==> src/rtl/instruction_fetch.sv <==
// instruction_fetch: single-outstanding fetch sequencer with redirect, stall and PC legality checking.
// Revision 1.0
`default_nettype none

module instruction_fetch #(
   parameter int          IMEM_BYTES   = 1024,
   parameter logic [31:0] RESET_VECTOR = 32'h0000_0000
) (
   input  logic        clk,
   input  logic        rst,
   input  logic [31:0] pc,
   output logic [31:0] next_pc,
   output logic        imem_req,
   output logic [31:0] imem_addr,
   input  logic        imem_ready,
   input  logic [31:0] imem_rdata,
   input  logic        stall,
   input  logic        redirect_valid,
   input  logic [31:0] redirect_target,
   output logic        instr_valid,
   output logic [31:0] instr,
   output logic [31:0] instr_pc,
   output logic        pc_fault
);

   localparam logic [31:0] IMEM_LIMIT = 32'(IMEM_BYTES);

   typedef enum logic [1:0] {
      IDLE  = 2'd0,
      REQ   = 2'd1,
      DRAIN = 2'd2,
      FAULT = 2'd3
   } state_t;

   state_t      state, state_nx;
   logic [31:0] target_q;
   logic [31:0] addr_nx;
   logic [31:0] seq_pc;
   logic [31:0] drain_target;
   logic        capture;
   logic        load_addr;
   logic        load_target;
   logic        set_fault;

   function automatic logic is_legal(input logic [31:0] a);
      return (a < IMEM_LIMIT) && (a[1:0] == 2'b00);
   endfunction

   always_comb begin
      state_nx     = state;
      next_pc      = pc;
      imem_req     = 1'b0;
      addr_nx      = pc;
      capture      = 1'b0;
      load_addr    = 1'b0;
      load_target  = 1'b0;
      set_fault    = 1'b0;
      seq_pc       = pc + 32'd4;
      // A redirect arriving on the draining response cycle supersedes the latched one
      drain_target = redirect_valid ? redirect_target : target_q;

      case (state)
         IDLE: begin
            if (redirect_valid) begin
               if (is_legal(redirect_target)) begin
                  next_pc = redirect_target;
               end else begin
                  set_fault = 1'b1;
                  state_nx  = FAULT;
               end
            end else if (!stall) begin
               load_addr = 1'b1;
               state_nx  = REQ;
            end
         end
         REQ: begin
            imem_req = 1'b1;
            if (imem_ready) begin
               capture = !redirect_valid;
               addr_nx = redirect_valid ? redirect_target : seq_pc;
               if (is_legal(addr_nx)) begin
                  next_pc   = addr_nx;
                  load_addr = !stall;
                  state_nx  = stall ? IDLE : REQ;
               end else begin
                  set_fault = 1'b1;
                  state_nx  = FAULT;
               end
            end else if (redirect_valid) begin
               load_target = 1'b1;
               state_nx    = DRAIN;
            end
         end
         DRAIN: begin
            imem_req = 1'b1;
            if (imem_ready) begin
               if (is_legal(drain_target)) begin
                  next_pc  = drain_target;
                  state_nx = IDLE;
               end else begin
                  set_fault = 1'b1;
                  state_nx  = FAULT;
               end
            end else if (redirect_valid) begin
               load_target = 1'b1;
            end
         end
         default: begin
            state_nx = FAULT;
         end
      endcase

      if (rst) begin
         next_pc  = RESET_VECTOR;
         imem_req = 1'b0;
      end
   end

   always_ff @(posedge clk or posedge rst) begin
      if (rst) begin
         state       <= IDLE;
         imem_addr   <= 32'd0;
         target_q    <= 32'd0;
         instr_valid <= 1'b0;
         instr       <= 32'd0;
         instr_pc    <= 32'd0;
         pc_fault    <= 1'b0;
      end else begin
         state       <= state_nx;
         instr_valid <= capture;
         if (capture) begin
            instr    <= imem_rdata;
            instr_pc <= imem_addr;
         end
         if (load_addr) begin
            imem_addr <= addr_nx;
         end
         if (load_target) begin
            target_q <= redirect_target;
         end
         if (set_fault) begin
            pc_fault <= 1'b1;
         end
      end
   end

endmodule

`default_nettype wire
==> config.mk <==
export PLATFORM = sky130hd
export DESIGN_NAME = instruction_fetch
export DESIGN_NICKNAME = d
export VERILOG_FILES = /design/src/rtl/instruction_fetch.sv
export SDC_FILE = /design/constraint.sdc
export NUM_CORES = 1
export LEC_CHECK = 0
export ABC_AREA = 1
export CORE_ASPECT_RATIO = 1.4
export CORE_MARGIN = 3
export CORE_UTILIZATION = 45
export CTS_CLUSTER_SIZE = 20
export DETAILED_ROUTE_END_ITERATION = 6
export GPL_TIMING_DRIVEN = 0
export PLACE_DENSITY = 0.89
export SLEW_MARGIN = 0
export SYNTH_ARGS = -nofsm -noshare
export SYNTH_HDL_FRONTEND = slang
export SYNTH_SLANG_ARGS = --single-unit
==> constraint.sdc <==
create_clock -name clk -period 8.7 [get_ports clk]
set_input_delay 2.175 -clock clk [delete_from_list [all_inputs] [get_ports clk]]
set_output_delay 2.175 -clock clk [all_outputs]
set_load 0.005 [all_outputs]
==> reports/metrics.csv, run 1 <==
metric,value,unit
outcome,"complete, no violations",
Iter 0 DRT Violations,919,
count of different cell masters after synthesis,43,
Die Ht,170,um
Worst slew margin,56.8,%
top cell type by total area after synthesis,dfrtp_1,
Clock Tree Buf Depth,2,
Int Pwr,0.00109,W
Crit path required time,6.53,ns
Die W,123,um
cell mode on critical path,buf_2,
Flop pwr share,40.8,%
CTS Hold Bufs,0,
buffers added on ports,225,
Final HPWL DP,24400,um
fraction of registers with async set/reset,100,%
Global Route Usage Sum,29.3,%
NetSw,0.000441,W
post-route cell area,0.0118,mm^2
sequential fraction of the synthesis area,38.4,%
largest net degree at the start of global routing,103,
core area,0.0187,mm^2
Power Total,0.00153,W
area share of the largest cell type after synthesis,38.4,%
placed cell area,0.0112,mm^2
post-cts sizing count,0,
Cell Rows,59,
"Top FF cell, synth",dfrtp_1,
Worst path slowest cell,clkdlybuf4s50_1,
P per Cell Area,130,mW/mm^2
Worst Hold Class,reg2reg,
pre-CTS setup slack,0.638,ns
TritonRoute pass-1 iters,5,
Synth Cell Area,0.00860,mm^2
Syn-to-layout area delta,36.7,%
switch share,28.8,%
max cap viols,0,
Setup TNS Final,0,ns
crit start category,input pin,
CTS root buf,clkbuf_16,
YS warnings,0,
leakage power,5.74,nW
Clock power frac,45.0,%
critical path class,in2out,
Slew Limit Fails,0,
die area,0.0208,mm^2
total CTS buffers,17,
Mapped Nets,1412,
global route overflow,0,
Peak Freq,0.123,GHz
number of nets with antenna violations after routing,0,
CTS tree,built,
crit path time final,8.11,ns
Post-Route WL,31200,um
Via density,5.39,
nets,1657,
Logic pwr share,14.2,%
actual slew at the worst max-slew pin,0.648,ns
# clock sinks,132,
part of the cycle the worst path needs,93.3,%
starting density of the core,46.0,%
Final setup viols,0,
vias in the first global route,9344,
num ports,232,
setup ws final,0.585,ns
Clock Skew,0.00698,ns
diode count,0,
crit end category,output port,
cell count after synthesis,1306,
first-pass GRT wire length,47700,um
Skew-Pair Late Insertion Delay,0.43,ns
Placer Congestion,0.976,
Area contributors post-synth,"dfrtp_1 38%, nand2_1 24%, o21ai_0 6.1%, nand3_1 5.3%, a21oi_1 4.2%",
worst path cell trace,clkdlybuf4s50_1 -> buf_2 -> buf_2 -> buf_2 -> nor2_1 -> o21a_1 -> nand3_1 -> nand2_1 -> nand2_1 -> buf_2 -> a21oi_1 -> a21oi_1 -> clkdlybuf4s50_1,
RSZ-0062 raised after global routing,false,
synthesized area per cell,6.58,um^2
CP arrival,5.94,ns
VDD IR max,0.000132,V
postcts setup bufs,0,
flip-flop and latch count after synthesis,132,
CP Max Fanout,10,
Final Hold Vio Count,0,
share of post-route cells with drive strength above 1,6.71,%
wire per inst,17.2,um
initial antenna violation count,0,
via count,9753,
"Clk pin slew, worst setup/hold paths",0.06,ns
Post-synth EDFFs,0,
H-tree depth,4,
CP peak stage delay,0.57,ns
drt drc,0,
routing by layer:
layer	vias to the layer above	global-route usage [%]	wire [um]
li1	4684	-	-
met1	4472	34.8	11800
met2	508	50.2	15500
met3	89	4.00	2400
met4	0	16.6	1440
met5	-	0	0
final cells by class:
class | count | area, um^2
fill | 1719 | 6920
multi-input combinational | 1001 | 4570
sequential | 132 | 3300
timing repair buffer | 226 | 2280
clock buffer | 17 | 425
inverter | 101 | 384
buffer | 72 | 354
tap | 244 | 305
clock inverter | 15 | 139
power groups by stage:
stage               Sequential (W)  Combinational (W)  Clock (W)
finish                    0.000625           0.000218   0.000689
global route              0.000625           0.000235   0.000726
CTS                       0.000625           0.000215   0.000701
detailed placement        0.000636           0.000214          0
global placement          0.000636           0.000210          0
floorplan                 0.000635          0.0000940          0
layout by cell type (no fill, tap or decap), types with 3 or more instances in the layout:
| master | netlist | final |
|---|---|---|
| inv_6 | 0 | 6 |
| nand4_1 | 26 | 26 |
| nand2_2 | 11 | 11 |
| o21ai_1 | 5 | 5 |
| ha_1 | 5 | 5 |
| nand2_1 | 550 | 550 |
| clkinvlp_4 | 0 | 3 |
| o21bai_1 | 3 | 3 |
| nand3b_1 | 7 | 7 |
| inv_2 | 6 | 6 |
| buf_2 | 12 | 12 |
| inv_8 | 0 | 3 |
| nor2_4 | 9 | 9 |
| nor2_1 | 71 | 71 |
| clkbuf_1 | 44 | 43 |
| o211ai_1 | 3 | 3 |
| buf_1 | 6 | 6 |
| a211oi_1 | 4 | 4 |
| nor2_2 | 11 | 11 |
| nand3_4 | 3 | 3 |
| o21ai_0 | 104 | 104 |
| buf_6 | 7 | 7 |
| a21oi_1 | 72 | 72 |
| nor3_1 | 4 | 4 |
| dfrtp_1 | 132 | 132 |
| nand3_1 | 91 | 91 |
| a31oi_1 | 3 | 3 |
| clkdlybuf4s50_1 | 0 | 225 |
| inv_1 | 93 | 93 |
| clkbuf_16 | 0 | 17 |
| nand2_4 | 3 | 3 |
Yosys cell counts, types with 4 or more instances:
| cell | count |
|---|---|
| nand2_1 | 550 |
| dfrtp_1 | 132 |
| o21ai_0 | 104 |
| inv_1 | 93 |
| nand3_1 | 91 |
| a21oi_1 | 72 |
| nor2_1 | 71 |
| clkbuf_1 | 44 |
| nand4_1 | 26 |
| buf_2 | 12 |
| nand2_2 | 11 |
| nor2_2 | 11 |
| nor2_4 | 9 |
| buf_6 | 7 |
| nand3b_1 | 7 |
| buf_1 | 6 |
| inv_2 | 6 |
| ha_1 | 5 |
| o21ai_1 | 5 |
| a211oi_1 | 4 |
| nor3_1 | 4 |
per-stage QoR:
step                util (%)  hold slack (ns)  std cells
global route            62.9            0.485       1808
finish                  62.9            0.467       1808
floorplan                  -            0.448       1306
detailed placement      59.9            0.458       1776
global placement        59.7            0.450       1775
CTS                     62.9            0.474       1808
state kept, by name (all words and copies together) (netlist names):
| signal | cells |
|---|---|
| pc_fault | 1 |
| target_q | 32 |
| instr_valid | 1 |
| state | 2 |
| imem_addr | 32 |
| instr | 32 |
| instr_pc | 32 |
logic make-up (layout without fill, tap and decap cells):
logic type	after synthesis	in the layout	share of synthesized area (%)
XOR/XNOR	1	1	0.102
adder cells (fa/ha/maj)	5	5	0.728
flip-flops	132	132	38.4
buffers and inverters	173	431	8.47
multiplexers	2	2	0.262
AND/OR/NAND/NOR	791	791	39.5
AO/OA/AOI/OAI	202	202	12.5
critical path, delay by kind of cell:
kind,cells,cell delay [ns]
buffers and inverters,6,2.27
AOI/OAI and AO/OA,3,0.68
and+or+nand+nor,4,0.80
path summary, 6_finish.rpt:
path                       cells after the start           start  slack (ns)             to
min in group asynchronous                      3             rst        2.41    target_q[8]
min reg2reg                                    2    instr_pc[12]        0.47   instr_pc[12]
max                                           13  redirect_valid        0.59    next_pc[15]
max reg2reg                                   10        state[1]        5.93   instr_pc[13]
max in group asynchronous                      4             rst        5.49  imem_addr[25]
min                                            2    instr_pc[12]        0.47   instr_pc[12]
No activity file was read; power rests on OpenSTA's default activity.
==> run 2, diff against run 1 <==
CAP_MARGIN = 30   (was unset)
==> run 2 against run 1 <==
  * Clock power barely moved
  * Combinational power barely moved
  * Total power did not move
  * Clock skew did not move
  * Flip-flop and latch count did not move
  * Critical path depth did not move
  * First-iteration DRC count did not move
  * Non-clock buffer count did not move
  * Routed wire length did not move
  * Setup slack did not move
  * Final cell count did not move
  * Register-to-register slack barely moved
==> reports/metrics.csv, run 2 (synthesis results as in run 1) <==
metric,value,unit
outcome,"complete, no violations",
TritonRoute pass-1 iters,5,
flop-to-flop setup slack,5.93,ns
critical path class,in2out,
Peak Freq,0.123,GHz
actual slew at the worst max-slew pin,0.648,ns
diode count,0,
wire per inst,17.2,um
top layer in use,met4,
metal3 WL,2400,um
Cell Rows,59,
H-tree depth,4,
Logic pwr share,14.2,%
NetSw,0.000441,W
num ports,232,
crit path time final,8.11,ns
vias in the first global route,9344,
initial antenna violation count,0,
CTS tree,built,
part of the cycle the worst path needs,93.3,%
Int Pwr,0.00109,W
via count,9753,
Final setup viols,0,
DP Cell Count,1776,
Syn-to-layout area delta,36.7,%
setup ws final,0.585,ns
total CTS buffers,17,
Clock power frac,45.0,%
"most common cell after layout, fill and taps aside",nand2_1,
Worst slew margin,56.8,%
max cap viols,0,
starting density of the core,46.0,%
share of post-route cells with drive strength above 1,6.71,%
CP arrival,5.94,ns
Post-Route M1 WL,11800,um
Via density,5.39,
leakage power,5.74,nW
die area,0.0208,mm^2
pre-CTS setup slack,0.638,ns
HP Start,instr_pc[12],
Die Ht,170,um
Flop pwr share,40.8,%
Clock Skew,0.00698,ns
reg2reg start,state[1],
Worst Hold Class,reg2reg,
hold path depth,2,
Iter 0 DRT Violations,919,
CTS root buf,clkbuf_16,
largest net degree at the start of global routing,103,
P per Cell Area,130,mW/mm^2
fin cells,1808,
most frequent cells in the layout,"550 x nand2_1, 225 x clkdlybuf4s50_1, 132 x dfrtp_1, 104 x o21ai_0, 93 x inv_1",
metal2 WL,15500,um
placed cell area,0.0112,mm^2
Setup TNS Final,0,ns
"Clk pin slew, worst setup/hold paths",0.06,ns
Final Hold Vio Count,0,
R2R Path End,instr_pc[13],
core area,0.0187,mm^2
# clock sinks,132,
postcts setup bufs,0,
crit start category,input pin,
Crit path required time,6.53,ns
Die W,123,um
Post-Route WL,31200,um
switch share,28.8,%
Clock Tree Buf Depth,2,
CP Max Fanout,10,
drt drc,0,
number of nets with antenna violations after routing,0,
Placer Congestion,0.976,
post-route cell area,0.0118,mm^2
Final HPWL DP,24400,um
crit end category,output port,
first-pass GRT wire length,47700,um
Worst R2R Path Depth,10,
Filler Cells Inserted,1719,
nets,1657,
buffers added on ports,225,
Hold Path End,instr_pc[12],
VDD IR max,0.000132,V
post-cts sizing count,0,
Slew Limit Fails,0,
CTS Hold Bufs,0,
Global Route Usage Sum,29.3,%
RSZ-0062 raised after global routing,false,
Skew-Pair Late Insertion Delay,0.43,ns
global route overflow,0,
run 2: cell counts in the layout (fill, tap and decap cells not counted):
Identical to the previous run, type by type.
run 2: routing by layer:
metal	global-route usage, %	vias up
met3	4.00	89
met5	0	-
li1	-	4684
met1	34.8	4472
met4	16.6	0
met2	50.2	508
run 2: worst max-delay path: stages:
cell and delay (ns):
clkdlybuf4s50_1 0.48, buf_2 0.28, buf_2 0.26, buf_2 0.35, nor2_1 0.09, o21a_1 0.23
nand3_1 0.14, nand2_1 0.20, nand2_1 0.37, buf_2 0.33, a21oi_1 0.10, a21oi_1 0.35
clkdlybuf4s50_1 0.57
run 2: power groups by stage:
| stage | Clock (W) | Combinational [W] | Sequential, W |
|---|---|---|---|
| after floorplan | 0 | 0.0000940 | 0.000635 |
| after global placement | 0 | 0.000210 | 0.000636 |
| after detailed placement | 0 | 0.000214 | 0.000636 |
| after global routing | 0.000726 | 0.000235 | 0.000625 |
| after CTS | 0.000701 | 0.000215 | 0.000625 |
| final | 0.000689 | 0.000218 | 0.000625 |
run 2: area by class of cell:
| cell class | instances | area [um^2] | share of cell area [%] |
|---|---|---|---|
| Timing Repair Buffer | 226 | 2280 | 19.4 |
| Multi-Input combinational cell | 1001 | 4570 | 38.8 |
| Clock inverter | 15 | 139 | 1.18 |
| Sequential cell | 132 | 3300 | 28.1 |
| Inverter | 101 | 384 | 3.27 |
| Clock buffer | 17 | 425 | 3.62 |
| Buffer | 72 | 354 | 3.01 |
| Tap cell | 244 | 305 | 2.60 |
run 2: worst max path at each step:
stage | start | end | slack (ns) | cells after the start
after floorplan | rst | next_pc[22] | 1.88 | 4
after global placement | rst | next_pc[29] | -0.03 | 6
after detailed placement | pc[2] | next_pc[9] | 0.64 | 20
after CTS | pc[2] | next_pc[9] | 0.63 | 20
after global routing | redirect_valid | next_pc[15] | 0.36 | 17
final | redirect_valid | next_pc[15] | 0.59 | 13
run 2: through the flow:
stage	power, W	hold slack [ns]	utilization, %
finish	0.00153	0.467	62.9
global route	0.00159	0.485	62.9
CTS	0.00154	0.474	62.9
detailed placement	0.000850	0.458	59.9
global placement	0.000846	0.450	59.7
floorplan	0.000729	0.448	-
==> run 3, diff against run 2 <==
ABC_AREA = unset   (was 1)
CTS_BUF_LIST = sky130_fd_sc_hd__clkbuf_4 sky130_fd_sc_hd__clkbuf_8   (was unset)
HOLD_SLACK_MARGIN = 0.06   (was unset)
PLACE_DENSITY = 0.9   (was 0.89)
==> run 3 against run 2 <==
  * The run now ends with setup timing left
  * Sequential share of layout area increased by 1.5 points
  * Critical endpoint is now next_pc[27]
  * Sequential power increased by 56%
  * Die area decreased by 6.6%
  * Global-route usage increased by 2.0 points
  * Total power increased by 84%
  * Non-clock buffer count increased by 10
  * Highest routed layer unchanged
  * Utilization increased by 1.1 points
==> reports/metrics.csv, run 3 <==
metric,value,unit
vias in the first global route,8979,
Worst Hold Class,reg2reg,
Clock Tree Buf Depth,2,
fraction of registers with async set/reset,100,%
Crit path required time,6.53,ns
"Clk pin slew, worst setup/hold paths",0.08,ns
Clock Skew,0.00927,ns
synthesized area per cell,8.08,um^2
RSZ-0062 raised after global routing,true,
Worst slew margin,43.4,%
"Top FF cell, synth",dfrtp_1,
largest net degree at the start of global routing,98,
number of nets with antenna violations after routing,0,
CTS root buf,clkbuf_8,
Iter 0 DRT Violations,787,
VDD IR max,0.000136,V
Syn-to-layout area delta,39.3,%
die area,0.0194,mm^2
failing checks,setup timing,
wire per inst,20.8,um
Slew Limit Fails,0,
first-pass GRT wire length,48100,um
cell count after synthesis,991,
sequential fraction of the synthesis area,41.3,%
pre-CTS setup slack,-0.624,ns
flip-flop and latch count after synthesis,132,
crit start category,input pin,
TritonRoute pass-1 iters,6,
YS warnings,0,
area share of the largest cell type after synthesis,41.3,%
Final HPWL DP,23400,um
part of the cycle the worst path needs,100,%
crit end category,output port,
initial antenna violation count,0,
Synth Cell Area,0.00800,mm^2
Post-Route WL,30800,um
Filler Cells Inserted,1525,
Post-synth top cells,"281 x nand2_1, 132 x dfrtp_1, 78 x o21ai_0, 62 x clkbuf_1, 47 x a21oi_1",
most frequent cells in the layout,"281 x nand2_1, 217 x clkdlybuf4s50_1, 132 x dfrtp_1, 78 x o21ai_0, 57 x clkbuf_1",
starting density of the core,46.0,%
crit path time final,8.71,ns
Area contributors post-synth,"dfrtp_1 41%, nand2_1 13%, o21ai_0 4.9%, mux2_2 4.6%, a21oi_1 2.9%",
"most common cell after layout, fill and taps aside",nand2_1,
Global Route Usage Sum,31.3,%
top cell type by total area after synthesis,dfrtp_1,
Mapped Nets,1097,
CP Max Fanout,10,
Skew-Pair Late Insertion Delay,0.47,ns
CTS tree,built,
Via density,6.06,
setup ws final,-0.00897,ns
leakage power,4.56,nW
Setup TNS Final,-0.0220,ns
Die W,119,um
num ports,232,
top-count cell post-synth,nand2_1,
outcome,"finished, violations left",
H-tree depth,4,
Post-synth EDFFs,0,
Die Ht,164,um
drt drc,0,
P per Cell Area,253,mW/mm^2
critical path class,in2out,
Cell Rows,57,
actual slew at the worst max-slew pin,0.843,ns
Final Hold Vio Count,0,
buffers added on ports,220,
Final setup viols,3,
Peak Freq,0.115,GHz
diode count,0,
max cap viols,0,
global route overflow,0,
via count,8999,
nets,1342,
# clock sinks,132,
core area,0.0174,mm^2
count of different cell masters after synthesis,62,
CP arrival,6.53,ns
total CTS buffers,17,
Placer Congestion,1.01,
share of post-route cells with drive strength above 1,8.89,%
[run 3: cells by family after synthesis]
logic type | share of synthesized area (%)
simple gates | 24.8
compound gates | 20.9
flops | 41.3
buf+inv | 4.96
mux | 6.64
xor+xnor | 0.657
fa+ha+maj | 0.782
[run 3: cell type report]
type,instances,area [um^2],area share (%)
Clock buffer,17,234,2.10
Timing Repair Buffer,228,2280,20.4
Sequential cell,132,3300,29.6
Tap cell,236,295,2.65
Inverter,17,63.8,0.573
Clock inverter,15,243,2.18
Buffer,80,353,3.17
Multi-Input combinational cell,760,4380,39.3
[run 3: per-layer routing]
metal / part of all wire (%) / GRT usage [%]
met1: 37 / 35.9
met4: 6.1 / 19.4
met3: 7.8 / 5.75
met2: 49 / 54.0
met5: 0 / 0
[run 3: path summary, 6_finish.rpt]
check	start	endpoint	slack, ns	cells after the start
setup reg to reg	state[1]	imem_addr[13]	5.07	10
min in group asynchronous	rst	target_q[2]	2.63	3
hold / removal	instr_pc[26]	instr_pc[26]	0.48	2
hold reg to reg	instr_pc[26]	instr_pc[26]	0.48	2
max in group asynchronous	rst	instr[1]	5.31	4
setup / recovery	pc[2]	next_pc[27]	-0.009	13
[run 3: timing repair]
action	in CTS	in global routing
pin swaps	2	2
resized for setup	13	14
setup buffers	4	2
endpoints found under the setup margin	32	32
hold buffers	0	0
gates cloned	0	0
[run 3: through the flow]
stage          power (W)  util, %  hold WS (ns)  area, um^2  instances
2_1_floorplan    0.00153        -         0.450        8000        991
3_3_place_gp     0.00214     60.3         0.456       10500       1447
3_5_place_dp     0.00218     60.6         0.461       10500       1449
4_1_cts          0.00282     63.6         0.481       11100       1485
5_1_grt          0.00299     64.0         0.499       11100       1485
6_report         0.00282     64.0         0.477       11100       1485
[run 3: where the power goes]
group | internal (W) | switching [W]
Sequential | 0.000848 | 0.000127
Combinational | 0.000636 | 0.000578
Clock | 0.000350 | 0.000281
[run 3: worst max-delay path, stage by stage]
cell and delay [ns]:
clkdlybuf4s50_1 0.54, buf_4 0.19, nand4_1 0.18, or4_4 0.50
buf_6 0.17, o31ai_4 0.24, a31oi_2 0.15, or4_4 0.58
or4_1 0.64, o21ai_4 0.36, buf_4 0.23, a21oi_1 0.08
clkdlybuf4s50_1 0.48
